## src/rtl/riscv_issue_ctrl_if.sv

```systemverilog
// ---------------------------------------------------------------------------
// riscv_issue_ctrl_if
// Decode-to-issue handshake bundle. Decode drives one instruction per cycle
// with its payload; the issue controller answers with accept in the same
// cycle.
//
// Signals
//   dec_valid   decode presents an instruction this cycle
//   dec_accept  instruction consumed this cycle (combinational from the ctrl)
//   dec_long    instruction is multi-cycle (result arrives later)
//   dec_instr   one-hot instruction class (58 bits)
//   dec_opcode  raw instruction word
//   dec_pc      instruction PC
//   dec_rd_idx  destination register
//   dec_ra_idx  source register 1
//   dec_rb_idx  source register 2
//
// Modports
//   master  decode side (drives payload, samples accept)
//   slave   issue-controller side
// ---------------------------------------------------------------------------
interface riscv_issue_ctrl_if;
    logic        dec_valid;
    logic        dec_accept;
    logic        dec_long;
    logic [57:0] dec_instr;
    logic [31:0] dec_opcode;
    logic [31:0] dec_pc;
    logic [4:0]  dec_rd_idx;
    logic [4:0]  dec_ra_idx;
    logic [4:0]  dec_rb_idx;

    modport master (
        output dec_valid, dec_long, dec_instr, dec_opcode, dec_pc,
               dec_rd_idx, dec_ra_idx, dec_rb_idx,
        input  dec_accept
    );

    modport slave (
        input  dec_valid, dec_long, dec_instr, dec_opcode, dec_pc,
               dec_rd_idx, dec_ra_idx, dec_rb_idx,
        output dec_accept
    );
endinterface

```

## src/rtl/riscv_issue_ctrl.sv

```systemverilog
// ---------------------------------------------------------------------------
// riscv_issue_ctrl
// Issue controller between decode and exec. Holds the single issue register
// feeding exec, tracks in-flight long (multi-cycle) results in a 32-entry
// register scoreboard to stall RAW/WAW-dependent instructions, and squashes
// wrong-path decode beats after an exec branch redirect.
//
// Parameters
//   MAX_LONG      max long ops in flight (1..15)
//   FLUSH_CYCLES  valid decode beats dropped after a redirect (0..7)
//
// Optional feature (macro RISCV_ISSUE_BYPASS_EN)
//   Defined:   a long_done_i in the current cycle releases its register for
//              the hazard check, so a dependent instruction issues the same
//              cycle its result returns.
//   Undefined: hazard uses the registered scoreboard only.
//
// Ports
//   clk_i, rst_i            clock, asynchronous active-high reset
//   dec                     decode handshake (riscv_issue_ctrl_if.slave)
//   exec_stall_i            exec cannot take a new instr; hold issue register
//   branch_request_i        exec redirect this cycle
//   long_done_i/_idx_i      long result written back, and its rd
//   opcode_*_o              registered issue-register payload to exec
//   long_busy_o             long-op counter at MAX_LONG
//   err_o                   sticky: completion for a non-pending rd or underflow
// ---------------------------------------------------------------------------
module riscv_issue_ctrl #(
    parameter int MAX_LONG     = 4,
    parameter int FLUSH_CYCLES = 1
) (
    input  logic                clk_i,
    input  logic                rst_i,
    riscv_issue_ctrl_if.slave   dec,
    input  logic                exec_stall_i,
    input  logic                branch_request_i,
    input  logic                long_done_i,
    input  logic [4:0]          long_done_idx_i,
    output logic                opcode_valid_o,
    output logic [57:0]         opcode_instr_o,
    output logic [31:0]         opcode_opcode_o,
    output logic [31:0]         opcode_pc_o,
    output logic [4:0]          opcode_rd_idx_o,
    output logic [4:0]          opcode_ra_idx_o,
    output logic [4:0]          opcode_rb_idx_o,
    output logic                long_busy_o,
    output logic                err_o
);

    localparam int             CW      = $clog2(MAX_LONG + 1);
    localparam logic [CW-1:0]  MAX_CNT = CW'(MAX_LONG);
    localparam logic [2:0]     FLUSH_N = 3'(FLUSH_CYCLES);

    typedef enum logic {
        RUN   = 1'b0,
        FLUSH = 1'b1
    } state_t;

    state_t        state;
    logic [2:0]    flush_cnt;
    logic [31:0]   pending;
    logic [CW-1:0] long_cnt;

    logic [31:0]   done_mask;
    logic [31:0]   set_mask;
    logic [31:0]   hazard_pending;
    logic          hazard;
    logic          accept_run;
    logic          drop_beat;
    logic          set_long;
    logic          done_ok;
    logic          done_err;
    logic          first_beat_done;

    assign long_busy_o = (long_cnt == MAX_CNT);

    assign done_mask = long_done_i ? (32'd1 << long_done_idx_i) : 32'd0;
    assign set_mask  = set_long    ? (32'd1 << dec.dec_rd_idx)  : 32'd0;

`ifdef RISCV_ISSUE_BYPASS_EN
    assign hazard_pending = pending & ~done_mask;
`else
    assign hazard_pending = pending;
`endif

    // Register 0 can never be pending because set_long excludes rd == 0.
    assign hazard = hazard_pending[dec.dec_ra_idx]
                  | hazard_pending[dec.dec_rb_idx]
                  | hazard_pending[dec.dec_rd_idx];

    assign accept_run = dec.dec_valid && (state == RUN) && !branch_request_i
                     && !exec_stall_i && !hazard && !(dec.dec_long && long_busy_o);

    // Wrong-path beats are consumed silently while flushing.
    assign drop_beat      = dec.dec_valid && (state == FLUSH) && !branch_request_i;
    assign dec.dec_accept = accept_run || drop_beat;

    assign set_long = accept_run && dec.dec_long && (dec.dec_rd_idx != 5'd0);
    assign done_ok  = long_done_i && pending[long_done_idx_i] && (long_cnt != '0);
    assign done_err = long_done_i && !done_ok;

    // The beat concurrent with a redirect is flush beat 1; with a one-beat
    // flush that already completes the flush, so no FLUSH state is needed.
    assign first_beat_done = dec.dec_valid && (FLUSH_N == 3'd1);

    // NOTE: every state element below is assigned with <= so all flops update
    // from the same pre-edge values; blocking = here would create ordering races.
    always_ff @(posedge clk_i or posedge rst_i) begin
        if (rst_i) begin
            state           <= RUN;
            flush_cnt       <= 3'd0;
            pending         <= 32'd0;
            long_cnt        <= '0;
            err_o           <= 1'b0;
            opcode_valid_o  <= 1'b0;
            opcode_instr_o  <= 58'd0;
            opcode_opcode_o <= 32'd0;
            opcode_pc_o     <= 32'd0;
            opcode_rd_idx_o <= 5'd0;
            opcode_ra_idx_o <= 5'd0;
            opcode_rb_idx_o <= 5'd0;
        end else begin
            // Flush sequencing: only valid decode beats advance the count.
            if (branch_request_i) begin
                if ((FLUSH_N != 3'd0) && !first_beat_done) begin
                    state     <= FLUSH;
                    flush_cnt <= {2'b00, dec.dec_valid};
                end else begin
                    state     <= RUN;
                    flush_cnt <= 3'd0;
                end
            end else if ((state == FLUSH) && dec.dec_valid) begin
                if (flush_cnt + 3'd1 == FLUSH_N) begin
                    state     <= RUN;
                    flush_cnt <= 3'd0;
                end else begin
                    flush_cnt <= flush_cnt + 3'd1;
                end
            end

            // Issue register: a redirect kills it even while exec stalls.
            if (accept_run) begin
                opcode_valid_o  <= 1'b1;
                opcode_instr_o  <= dec.dec_instr;
                opcode_opcode_o <= dec.dec_opcode;
                opcode_pc_o     <= dec.dec_pc;
                opcode_rd_idx_o <= dec.dec_rd_idx;
                opcode_ra_idx_o <= dec.dec_ra_idx;
                opcode_rb_idx_o <= dec.dec_rb_idx;
            end else if (branch_request_i || !exec_stall_i) begin
                opcode_valid_o  <= 1'b0;
            end

            // Scoreboard: clear first, then set, so a same-index set wins.
            pending <= (pending & ~(done_ok ? done_mask : 32'd0)) | set_mask;

            case ({set_long, done_ok})
                2'b10:   long_cnt <= long_cnt + 1'b1;
                2'b01:   long_cnt <= long_cnt - 1'b1;
                default: long_cnt <= long_cnt;
            endcase

            if (done_err) begin
                err_o <= 1'b1;
            end
        end
    end

endmodule
```

## src/flat_wrapper.sv

```systemverilog
// flat-port wrapper written by rule: the top's interface ports become plain ports
module riscv_issue_ctrl_flat 
#(
    parameter int MAX_LONG     = 4,
    parameter int FLUSH_CYCLES = 1
)
  (clk_i, rst_i, exec_stall_i, branch_request_i, long_done_i, long_done_idx_i, opcode_valid_o, opcode_instr_o, opcode_opcode_o, opcode_pc_o, opcode_rd_idx_o, opcode_ra_idx_o, opcode_rb_idx_o, long_busy_o, err_o, dec_dec_valid, dec_dec_long, dec_dec_instr, dec_dec_opcode, dec_dec_pc, dec_dec_rd_idx, dec_dec_ra_idx, dec_dec_rb_idx, dec_dec_accept);
  riscv_issue_ctrl_if dec_i ();
  input  logic clk_i;
  input  logic rst_i;
  input  logic exec_stall_i;
  input  logic branch_request_i;
  input  logic long_done_i;
  input  logic [4:0] long_done_idx_i;
  output logic opcode_valid_o;
  output logic [57:0] opcode_instr_o;
  output logic [31:0] opcode_opcode_o;
  output logic [31:0] opcode_pc_o;
  output logic [4:0] opcode_rd_idx_o;
  output logic [4:0] opcode_ra_idx_o;
  output logic [4:0] opcode_rb_idx_o;
  output logic long_busy_o;
  output logic err_o;
  input wire logic [$bits(dec_i.dec_valid)-1:0] dec_dec_valid;
  input wire logic [$bits(dec_i.dec_long)-1:0] dec_dec_long;
  input wire logic [$bits(dec_i.dec_instr)-1:0] dec_dec_instr;
  input wire logic [$bits(dec_i.dec_opcode)-1:0] dec_dec_opcode;
  input wire logic [$bits(dec_i.dec_pc)-1:0] dec_dec_pc;
  input wire logic [$bits(dec_i.dec_rd_idx)-1:0] dec_dec_rd_idx;
  input wire logic [$bits(dec_i.dec_ra_idx)-1:0] dec_dec_ra_idx;
  input wire logic [$bits(dec_i.dec_rb_idx)-1:0] dec_dec_rb_idx;
  output wire logic [$bits(dec_i.dec_accept)-1:0] dec_dec_accept;
  assign dec_i.dec_valid = dec_dec_valid;
  assign dec_i.dec_long = dec_dec_long;
  assign dec_i.dec_instr = dec_dec_instr;
  assign dec_i.dec_opcode = dec_dec_opcode;
  assign dec_i.dec_pc = dec_dec_pc;
  assign dec_i.dec_rd_idx = dec_dec_rd_idx;
  assign dec_i.dec_ra_idx = dec_dec_ra_idx;
  assign dec_i.dec_rb_idx = dec_dec_rb_idx;
  assign dec_dec_accept = dec_i.dec_accept;
  riscv_issue_ctrl #(.MAX_LONG(MAX_LONG), .FLUSH_CYCLES(FLUSH_CYCLES)) u_core (.clk_i(clk_i), .rst_i(rst_i), .dec(dec_i), .exec_stall_i(exec_stall_i), .branch_request_i(branch_request_i), .long_done_i(long_done_i), .long_done_idx_i(long_done_idx_i), .opcode_valid_o(opcode_valid_o), .opcode_instr_o(opcode_instr_o), .opcode_opcode_o(opcode_opcode_o), .opcode_pc_o(opcode_pc_o), .opcode_rd_idx_o(opcode_rd_idx_o), .opcode_ra_idx_o(opcode_ra_idx_o), .opcode_rb_idx_o(opcode_rb_idx_o), .long_busy_o(long_busy_o), .err_o(err_o));
endmodule
```

## config.mk

```make
export PLATFORM = sky130hd
export DESIGN_NAME = riscv_issue_ctrl_flat
export DESIGN_NICKNAME = d
export VERILOG_FILES = /design/src/rtl/riscv_issue_ctrl_if.sv /design/src/rtl/riscv_issue_ctrl.sv /design/src/flat_wrapper.sv
export SDC_FILE = /design/constraint.sdc
export NUM_CORES = 1
export LEC_CHECK = 0
export BUFFER_PORTS_ARGS = -buffer_cell sky130_fd_sc_hd__buf_2
export CAP_MARGIN = 20
export CELL_PAD_IN_SITES_DETAIL_PLACEMENT = 1
export CELL_PAD_IN_SITES_GLOBAL_PLACEMENT = 1
export CORE_MARGIN = 2
export CORE_UTILIZATION = 40
export DETAILED_ROUTE_END_ITERATION = 10
export PLACE_DENSITY_LB_ADDON = 0.05
export SYNTH_ARGS = -nofsm -noshare
export SYNTH_HDL_FRONTEND = slang
export SYNTH_SLANG_ARGS = --single-unit
```

## constraint.sdc

```tcl
create_clock -name clk_i -period 6.75 [get_ports clk_i]
set_clock_uncertainty 0.05 [all_clocks]
set_input_delay 0 -clock clk_i [delete_from_list [all_inputs] [get_ports clk_i]]
set_output_delay 0 -clock clk_i [all_outputs]
set_load 0.05 [all_outputs]
```

==> qor.txt <==
Int Pwr -> 2.527 mW
area of the mapped netlist -> 8351 sq um
commonest non-fill, non-tap cells in the layout -> 289 x buf_2, 178 x dfrtp_1, 141 x dlygate4sd3_1
Yosys reg bits -> 178
vias per cell -> 5.292
Gate power share -> 0.450
worst vdd ir -> 0.2345 mV
switch share -> 0.4596
simple-gate share of the synthesized area -> 0.04735
Max Cap Viol -> 0
drc violations -> 0
FILL cells -> 2091
Die X -> 148.5 um
pwr/cell area -> 390.0 nW/um^2
Post-synth EDFFs -> 0
CP endpoint kind -> register
drt total wl -> 27600 um
r2r setup slk -> 2.98 ns
fin crit share -> 0.5580
TritonRoute pass-1 iters -> 4
xor/xnor cell area share of the yosys netlist -> 0.005244
LEAKAGE -> 5.791 nW
GRT Residual Overflow -> 0
nets@finish -> 1153
clock sink count -> 178
commonest non-fill, non-tap cell in the layout -> buf_2
area leader, netlist -> dfrtp_1
Area after DPL -> 9947 sq um
Die Area -> 22050 sq um
Top Ports -> 290
fin. max-slew vios -> 0
total negative slack -> 0 ns
wire length per cell -> 21.51 um
CTS tree -> done
vias in the first global route -> 7677
Clk pwr share -> 0.214
Post-synth ARST share -> 1.000
final hold vios -> 0
Post-Synth Adder-Cell Area -> 0.006892
top cell type's share of synthesized area -> 0.5334
syn_nets -> 738
gr usage total -> 0.2533
Root Driver -> clkbuf_16
crit path max fanout -> 46
mux contribution to synthesized area -> 0.3030
clk slew on worst S/H paths -> 0.07 ns
Mapped Cells -> 585
fin crit period -> 3.767 ns
Max-Slew Margin vs Limit -> 0.3318
top cells by area, synth -> dfrtp_1 53%, mux2_2 11%, mux2_4 9.0%
first-pass GRT wire length -> 42860 um
post-synthesis cell type count -> 44
H-Tree Level Count -> 4
r2r worst-path depth -> 12
min-delay src -> dec_dec_ra_idx[0]
sequential power share -> 0.336
Post-Layout Cell Count -> 1283
RD Place Congestion -> 0.8400
main combinational cell family by area after synthesis -> multiplexers
dpl cells -> 1109
1st-iter DRT viols -> 318
Starting Density -> 0.4101
total power -> 4.676 mW
worst reg2reg path startpoint -> u_core.hazard_pending[4]
via count -> 6790
die height -> 148.5 um
Slew @ Worst Pin -> 1.002 ns
RR Endpoint -> u_core.long_cnt[2]
RSZ-0062 raised after global routing -> false
register area share after synthesis -> 0.5334
Syn Area/Cell -> 14.27 sq um
CTS Buf Count -> 17
diode count -> 0
CTS max path bufs -> 2
pre-CTS setup slack -> 3.007 ns
dpl hpwl -> 18270 um
layout cells sized above 1 -> 0.4867
port bufs -> 289
worst skew pair latency -> 0.43 ns
Compound-Gate Fraction of Synth Area -> 0.07342
antenna violations before repair -> 0
Setup crit start kind -> register
Core Box Area -> 20360 sq um
min setup slack post-route -> 2.983 ns
kind of critical path -> register to register
predominant post-synthesis flop cell -> dfrtp_1
Util after Layout -> 0.5887
# setup viols final -> 0
pin count of the biggest net entering global routing -> 99
Routed Antenna Nets -> 0
synth warn -> 0
Setup Buffers After CTS -> 0
hold path endpoint -> u_core.opcode_ra_idx_o[0]
# rows -> 52
max frequency -> 265.5 MHz
run status -> completed
Worst Hold Depth -> 2
Area Growth Syn to Fin -> 43.57%
hold crit path type -> input pin to register
Worst EP arrival -> 4.02 ns
final instance area -> 11990 sq um
WP data required -> 7.01 ns
worst hold slack -> 0.05614 ns
NetSw -> 2.149 mW
==> cell usage after synthesis (8+ instances only) <==
| library cell | instances |
|---|---|
| mux2i_1 | 18 |
| nor3_1 | 8 |
| clkbuf_1 | 12 |
| mux2_2 | 83 |
| mux2_4 | 50 |
| inv_1 | 9 |
| nand3_1 | 13 |
| buf_6 | 8 |
| mux4_2 | 26 |
| buf_2 | 16 |
| a21oi_1 | 8 |
| dfrtp_1 | 178 |
| o21ai_0 | 35 |
| nor2_1 | 11 |
| o31ai_1 | 34 |
==> metal layers <==
layer  share of wire  GRT usage
met1            0.38     0.2956
met2            0.52     0.4488
met3           0.067    0.06442
met4           0.033    0.09762
met5               0          0
==> area by class of cell <==
cell class	count	area [sq um]	area share
Clock buffer	18	439.2	0.03663
Clock inverter	14	163.9	0.01367
Tap cell	270	337.8	0.02818
Timing Repair Buffer	434	2908	0.2425
Sequential cell	178	4454	0.3715
Inverter	9	38.79	0.003235
Multi-Input combinational cell	360	3647	0.3042
==> timing repair <==
action | CTS | global route
gates resized for setup | 0 | 0
endpoints found under the setup margin | 0 | 0
hold buffers | 141 | 0
endpoints found under the hold margin | 241 | 0
==> flip-flops by register name (all words and copies together), names as in the netlist <==
| name | cells |
|---|---|
| u_core.opcode_instr_o | 58 |
| u_core.opcode_pc_o | 32 |
| u_core.opcode_ra_idx_o | 5 |
| u_core.flush_cnt | 3 |
| u_core.opcode_valid_o | 1 |
| u_core.opcode_rd_idx_o | 5 |
| u_core.err_o | 1 |
| u_core.long_cnt | 3 |
| u_core.opcode_rb_idx_o | 5 |
| u_core.state | 1 |
| u_core.opcode_opcode_o | 32 |
| u_core.hazard_pending | 32 |
==> worst max-delay path, stage by stage (launching register included) <==
cell	delay (ns)
dfrtp_1	0.43
nor2b_1	0.15
a2111oi_0	0.49
nor3_1	0.13
o31ai_1	0.38
nand3_4	0.58
or3b_1	0.56
ha_1	0.23
inv_1	0.07
fa_1	0.17
xor2_1	0.15
nor2_1	0.08
xor2_1	0.15
==> power by group through the flow <==
stage          logic, mW  clock network [mW]  registers [mW]
6_report            2.10                1.00            1.57
5_1_grt             2.18                1.07            1.61
4_1_cts             2.09                1.02            1.55
3_5_place_dp        2.02                   0            1.56
3_3_place_gp        1.99                   0            1.55
2_1_floorplan      0.450                   0            2.61
==> worst max-delay path by stage <==
stage / startpoint / to / depth (start not counted)
global placement: u_core.hazard_pending[27] / u_core.long_cnt[2] / 12
floorplan: rst_i / u_core.err_o / 1
finish: u_core.hazard_pending[4] / u_core.long_cnt[2] / 12
detailed placement: u_core.hazard_pending[31] / u_core.long_cnt[2] / 12
global route: u_core.hazard_pending[4] / u_core.long_cnt[2] / 12
CTS: u_core.hazard_pending[24] / u_core.long_cnt[2] / 12
==> logic make-up after synthesis <==
kind of cell / count (synthesis)
fa+ha+maj: 4
xor+xnor: 5
compound gates: 96
mux: 184
simple gates: 71
flops: 178
buf+inv: 47
Note: power is estimated with default switching activity, not from simulation.
